File: src/rtl/cpu_bus_pkg.sv
// cpu_bus_pkg: shared bus width, arbiter state encoding, grant owners and abort read data.
package cpu_bus_pkg;
    localparam int BUS_W = 32;
    localparam logic [BUS_W-1:0] ERR_RDATA_DEF = 32'hDEAD_BEEF;
    typedef enum logic [1:0] {IDLE, IF_BUSY, MEM_BUSY} arb_state_e;
    typedef enum logic {GRANT_IF = 1'b0, GRANT_MEM = 1'b1} grant_e;
endpackage

File: src/rtl/arb_rr_pick.sv
// arb_rr_pick: combinational two-way round-robin chooser between IF and MEM.
// Ports: if_req, mem_req   - pending requests
//        last_grant        - owner of the previous grant (GRANT_IF / GRANT_MEM)
//        grant_valid       - at least one request is pending
//        grant_owner       - chosen requester; contested grants go opposite to last_grant
module arb_rr_pick
    import cpu_bus_pkg::*;
(
    input  logic if_req,
    input  logic mem_req,
    input  logic last_grant,
    output logic grant_valid,
    output logic grant_owner
);
    always_comb begin
        grant_valid = if_req | mem_req;
        grant_owner = (if_req && mem_req) ? ((last_grant == GRANT_IF) ? GRANT_MEM : GRANT_IF)
                                          : (mem_req ? GRANT_MEM : GRANT_IF);
    end
endmodule

File: src/rtl/mio_bus_arbiter.sv
// mio_bus_arbiter: shares the single MIO bus between the IF (fetch) and MEM (load/store) stages.
// Ports: clk, rst (async, active-high)
//        if_req/if_addr -> if_rdata/if_ready/if_stall            fetch requester
//        mem_req/mem_we/mem_addr/mem_wdata -> mem_rdata/mem_ready/mem_stall  load/store requester
//        bus_addr/bus_wdata/bus_we/bus_cpu_mio -> bus, bus_rdata/bus_ready <- bus
//        bus_err  sticky abort flag
// Macro ARB_TIMEOUT_EN builds the bus_ready timeout counter; without it BUSY waits forever.
module mio_bus_arbiter
    import cpu_bus_pkg::*;
#(
    parameter int               TIMEOUT_CYCLES = 255,
    parameter int               TIMEOUT_W      = 8,
    parameter logic [BUS_W-1:0] ERR_RDATA      = ERR_RDATA_DEF
) (
    input  logic             clk,
    input  logic             rst,
    input  logic             if_req,
    input  logic [BUS_W-1:0] if_addr,
    output logic [BUS_W-1:0] if_rdata,
    output logic             if_ready,
    output logic             if_stall,
    input  logic             mem_req,
    input  logic             mem_we,
    input  logic [BUS_W-1:0] mem_addr,
    input  logic [BUS_W-1:0] mem_wdata,
    output logic [BUS_W-1:0] mem_rdata,
    output logic             mem_ready,
    output logic             mem_stall,
    output logic [BUS_W-1:0] bus_addr,
    output logic [BUS_W-1:0] bus_wdata,
    output logic             bus_we,
    output logic             bus_cpu_mio,
    input  logic [BUS_W-1:0] bus_rdata,
    input  logic             bus_ready,
    output logic             bus_err
);
    arb_state_e       state_q, state_d;
    logic             last_grant_q, last_grant_d;
    logic [BUS_W-1:0] bus_addr_q, bus_addr_d, bus_wdata_q, bus_wdata_d;
    logic [BUS_W-1:0] if_rdata_q, if_rdata_d, mem_rdata_q, mem_rdata_d;
    logic             bus_we_q, bus_we_d, bus_cpu_mio_q, bus_cpu_mio_d;
    logic             if_ready_q, if_ready_d, mem_ready_q, mem_ready_d;
    logic             bus_err_q, bus_err_d;
    logic             grant_valid, grant_owner, abort, done;

    arb_rr_pick u_pick (
        .if_req      (if_req),
        .mem_req     (mem_req),
        .last_grant  (last_grant_q),
        .grant_valid (grant_valid),
        .grant_owner (grant_owner)
    );

`ifdef ARB_TIMEOUT_EN
    localparam logic [TIMEOUT_W-1:0] TMO_LAST = TIMEOUT_W'(TIMEOUT_CYCLES - 1);
    logic [TIMEOUT_W-1:0] tmo_q, tmo_d;
    // The limit is reached on the edge that would bump the count to TIMEOUT_CYCLES;
    // a bus_ready on that same cycle still completes normally.
    assign abort = (state_q != IDLE) && !bus_ready && (tmo_q == TMO_LAST);
    always_comb tmo_d = (state_q == IDLE) ? '0 : tmo_q + 1'b1;
    always_ff @(posedge clk or posedge rst) begin
        if (rst) tmo_q <= '0;
        else     tmo_q <= tmo_d;
    end
`else
    // Keeps the timeout parameters referenced when the counter is not built.
    logic unused_tmo_cfg;
    assign unused_tmo_cfg = TIMEOUT_CYCLES[0] ^ TIMEOUT_W[0];
    assign abort = 1'b0;
`endif

    assign done = (state_q != IDLE) && (bus_ready || abort);

    always_comb begin
        state_d       = state_q;
        last_grant_d  = last_grant_q;
        bus_addr_d    = bus_addr_q;
        bus_wdata_d   = bus_wdata_q;
        bus_we_d      = bus_we_q;
        bus_cpu_mio_d = bus_cpu_mio_q;
        if_rdata_d    = if_rdata_q;
        mem_rdata_d   = mem_rdata_q;
        if_ready_d    = 1'b0;
        mem_ready_d   = 1'b0;
        bus_err_d     = bus_err_q | abort;
        if (state_q == IDLE) begin
            if (grant_valid) begin
                state_d       = (grant_owner == GRANT_MEM) ? MEM_BUSY : IF_BUSY;
                last_grant_d  = grant_owner;
                bus_addr_d    = (grant_owner == GRANT_MEM) ? mem_addr : if_addr;
                bus_wdata_d   = (grant_owner == GRANT_MEM) ? mem_wdata : '0;
                bus_we_d      = (grant_owner == GRANT_MEM) && mem_we;
                bus_cpu_mio_d = 1'b1;
            end
        end else if (done) begin
            state_d       = IDLE;
            bus_cpu_mio_d = 1'b0;
            bus_we_d      = 1'b0;
            if (state_q == MEM_BUSY) begin
                mem_rdata_d = bus_ready ? bus_rdata : ERR_RDATA;
                mem_ready_d = 1'b1;
            end else begin
                if_rdata_d  = bus_ready ? bus_rdata : ERR_RDATA;
                if_ready_d  = 1'b1;
            end
        end
    end

    always_ff @(posedge clk or posedge rst) begin
        if (rst) begin
            state_q       <= IDLE;
            last_grant_q  <= GRANT_IF;
            bus_addr_q    <= '0;
            bus_wdata_q   <= '0;
            bus_we_q      <= 1'b0;
            bus_cpu_mio_q <= 1'b0;
            if_rdata_q    <= '0;
            mem_rdata_q   <= '0;
            if_ready_q    <= 1'b0;
            mem_ready_q   <= 1'b0;
            bus_err_q     <= 1'b0;
        end else begin
            state_q       <= state_d;
            last_grant_q  <= last_grant_d;
            bus_addr_q    <= bus_addr_d;
            bus_wdata_q   <= bus_wdata_d;
            bus_we_q      <= bus_we_d;
            bus_cpu_mio_q <= bus_cpu_mio_d;
            if_rdata_q    <= if_rdata_d;
            mem_rdata_q   <= mem_rdata_d;
            if_ready_q    <= if_ready_d;
            mem_ready_q   <= mem_ready_d;
            bus_err_q     <= bus_err_d;
        end
    end

    assign if_rdata    = if_rdata_q;
    assign if_ready    = if_ready_q;
    assign if_stall    = if_req & ~if_ready_q;
    assign mem_rdata   = mem_rdata_q;
    assign mem_ready   = mem_ready_q;
    assign mem_stall   = mem_req & ~mem_ready_q;
    assign bus_addr    = bus_addr_q;
    assign bus_wdata   = bus_wdata_q;
    assign bus_we      = bus_we_q;
    assign bus_cpu_mio = bus_cpu_mio_q;
    assign bus_err     = bus_err_q;
endmodule

File: config.mk
export PLATFORM = sky130hd
export DESIGN_NAME = mio_bus_arbiter
export DESIGN_NICKNAME = d
export VERILOG_FILES = /design/src/rtl/cpu_bus_pkg.sv /design/src/rtl/arb_rr_pick.sv /design/src/rtl/mio_bus_arbiter.sv
export SDC_FILE = /design/constraint.sdc
export NUM_CORES = 1
export LEC_CHECK = 0
export ABC_AREA = 0
export CAP_MARGIN = 20
export CORE_MARGIN = 4
export CORE_UTILIZATION = 40
export DETAILED_ROUTE_END_ITERATION = 7
export PLACE_DENSITY_LB_ADDON = 0.25
export SKIP_CTS_REPAIR_TIMING = 1
export SLEW_MARGIN = 10
export SYNTH_ARGS = -nofsm -noshare
export SYNTH_HDL_FRONTEND = slang
export SYNTH_SLANG_ARGS = --single-unit
File: constraint.sdc
create_clock -name clk -period 5.85 [get_ports clk]
set_input_delay 1.17 -clock clk [delete_from_list [all_inputs] [get_ports clk]]
set_output_delay 1.17 -clock clk [all_outputs]
set_load 0.005 [all_outputs]
==> metrics.yaml <==
sta:
  finalSetupTns_ns: 0
  final_max_slew_viol_count: 0
  skew_ns: 0.00466
  fin_worst_hold_slack_ns: 0.501
  relSlewSlack: 0.446
  setup_viol_count_final: 0
  setup_ws_ns: 2.01
  rsz0062_at_grt: "false"
  fin_crit_ns: 3.84
  tightest_slew_ns: 0.830
  fin_crit_sh: 0.657
  finalHoldViolations: 0
  fmax_mhz: 260
finish:
  stdcell_area_sq_um: 8740
  fin_cells: 831
  final_cell_mix: "clkdlybuf4s50_1 (267), dfrtp_1 (135), mux2_2 (64)"
  n_antenna_cell: 0
  synthToLayoutAreaGrowth_pct: 64.0
  final_common_cell: "clkdlybuf4s50_1"
  nets: 780
  drive_gt1_frac: 0.164
critical_path:
  cp.required_ns: 4.68
  cp.arrival_ns: 2.67
  r2r_slack_ns: 3.92
  worstSetupPathType: "in2out"
  reg2reg_from: "state_q[0]"
  critPathLaunchType: "input port"
  critPathLaunch: "if_req"
  reg2reg_depth: 4
  rr_endpoint: "bus_addr[23]"
  endpoint_kind: "output port"
  cp_max_fo: 37
yosys:
  postSynthCellCount: 385
  syn_area_per_cell_sq_um: 13.8
  ys_seq_area_frac: 0.634
  synth_seq_cells: 135
  yosysWarningCount: 0
  synth_cell_types: 23
  synth_area_sq_um: 5330
  syn_nets: 519
flow_run:
  drv_cap: 0
die:
  die_x_um: 123
  initial_core_util: 0.416
  die_area_sq_um: 15200
  die_y_um: 123
  rows: 41
  core_sq_um: 12800
  ios: 269
clocking:
  clk_latency_ns: 0.41
  numCtsBuffers: 17
  cts_htree_levels: 4
  clockBufferDepth: 2
  path_clk_slew_ns: 0.05
  clockRootBuffer: "clkbuf_16"
  clock_sinks: 135
  cts_tree: "done"
run_status:
  outcome: "completed"
global_routing:
  use_met3: 0.105
  grt-ovfl-total: 0
  busiest_layer: "met2"
  track_usage: 0.215
  grt_max_degree: 66
  grt_pass1_wl_um: 24900
  grtUsageMet2: 0.339
  antenna_found_initial: 0
  use_met1: 0.252
  grt_pass1_vias: 4566
place:
  port_buffers: 267
  dp.cells: 799
  dp_slack_ns: 1.98
  place.gp.congestion: 0.769
  dp_hpwl_um: 11700
  placed_area_sq_um: 8090
pwr:
  powerDensity_nw_per_um2: 542
  ir_worst_vdd_uv: 309
  leakage_nw: 3.73
worst_hold_path:
  hp-class: "reg2reg"
  hold_path_startpoint: "mem_rdata[17]"
  hold_depth: 1
  hold_end: "mem_rdata[17]"
routing:
  dr.pass1.iters: 4
  drc: 0
  drt_iter0_drc: 264
  vias: 4343
  vias_per_cell: 5.23
  drtAntennaViolNets: 0
  drt_wl_total_um: 16500
  wl_per_cell_um: 19.8
## layout make-up
class | instances | area (sq um)
Fill cell | 954 | 4090
Sequential cell | 135 | 3380
Timing Repair Buffer | 276 | 2740
Multi-Input combinational cell | 212 | 1740
Clock buffer | 25 | 515
Tap cell | 172 | 215
Clock inverter | 7 | 138
Inverter | 4 | 17.5
## stage by stage
stage               utilization  total power (W)
floorplan                     -          0.00244
global placement          0.631          0.00354
detailed placement        0.631          0.00361
CTS                       0.681          0.00479
global route              0.681          0.00501
finish                    0.681          0.00474
## cells by family (layout without fill, tap and decap cells)
logic type	count (synthesis)	in the layout	synth area share
AO/OA/AOI/OAI	71	71	0.122
multiplexers	64	64	0.135
other	1	1	0.000704
flip-flops	135	135	0.634
buffers and inverters	38	312	0.0434
AND/OR/NAND/NOR	76	76	0.0646
## routing by layer
layer	routed length (um)	vias up
met5	0	-
met3	2170	26
met2	7870	254
met4	392	0
met1	6040	2135
li1	-	1928
## sequential cells by signal, summed over array words and instances, names as in the netlist
| name | cells |
|---|---|
| bus_we | 1 |
| bus_cpu_mio | 1 |
| bus_wdata | 32 |
| last_grant_q | 1 |
| if_ready | 1 |
| mem_ready | 1 |
| state_q | 2 |
| if_rdata | 32 |
| mem_rdata | 32 |
| bus_addr | 32 |
## power by group
group          leakage, nW  internal, W  total (W)  switching (W)
Sequential            1.66      0.00138    0.00161       0.000237
Clock                0.319     0.000780    0.00116       0.000376
Combinational         1.76      0.00124    0.00197       0.000727
## cell usage after synthesis, drive strengths merged
master | n | share of area
nand2 | 34 | 0.024
o21ai | 2 | 0.0019
nor3 | 32 | 0.030
buf | 30 | 0.038
and3 | 1 | 0.0012
inv | 4 | 0.0028
nand3b | 1 | 0.0014
nor2 | 4 | 0.0033
clkbuf | 4 | 0.0028
o2bb2ai | 1 | 0.0016
mux2 | 64 | 0.14
a22o | 33 | 0.054
a2bb2oi | 1 | 0.0016
conb | 1 | 0.00070
a221o | 32 | 0.060
dfrtp | 135 | 0.63
nor2b | 3 | 0.0035
a21o | 2 | 0.0028
or2 | 1 | 0.0012
## critical path, cell delays in order
cell and delay [ns]:
clkdlybuf4s50_1 0.45, buf_4 0.36, nor2b_1 0.18, clkdlybuf4s50_1 0.51
## worst max-delay path by stage
| stage | to | slack [ns] | cells past startpoint |
|---|---|---|---|
| after global placement | if_stall | 1.97 | 4 |
| final | if_stall | 2.01 | 4 |
| after CTS | if_stall | 1.98 | 4 |
| after global routing | if_stall | 1.89 | 4 |
| after detailed placement | if_stall | 1.98 | 4 |
| after floorplan | bus_addr[0] | 1.07 | 1 |
Note: power is estimated with default switching activity, not from simulation.
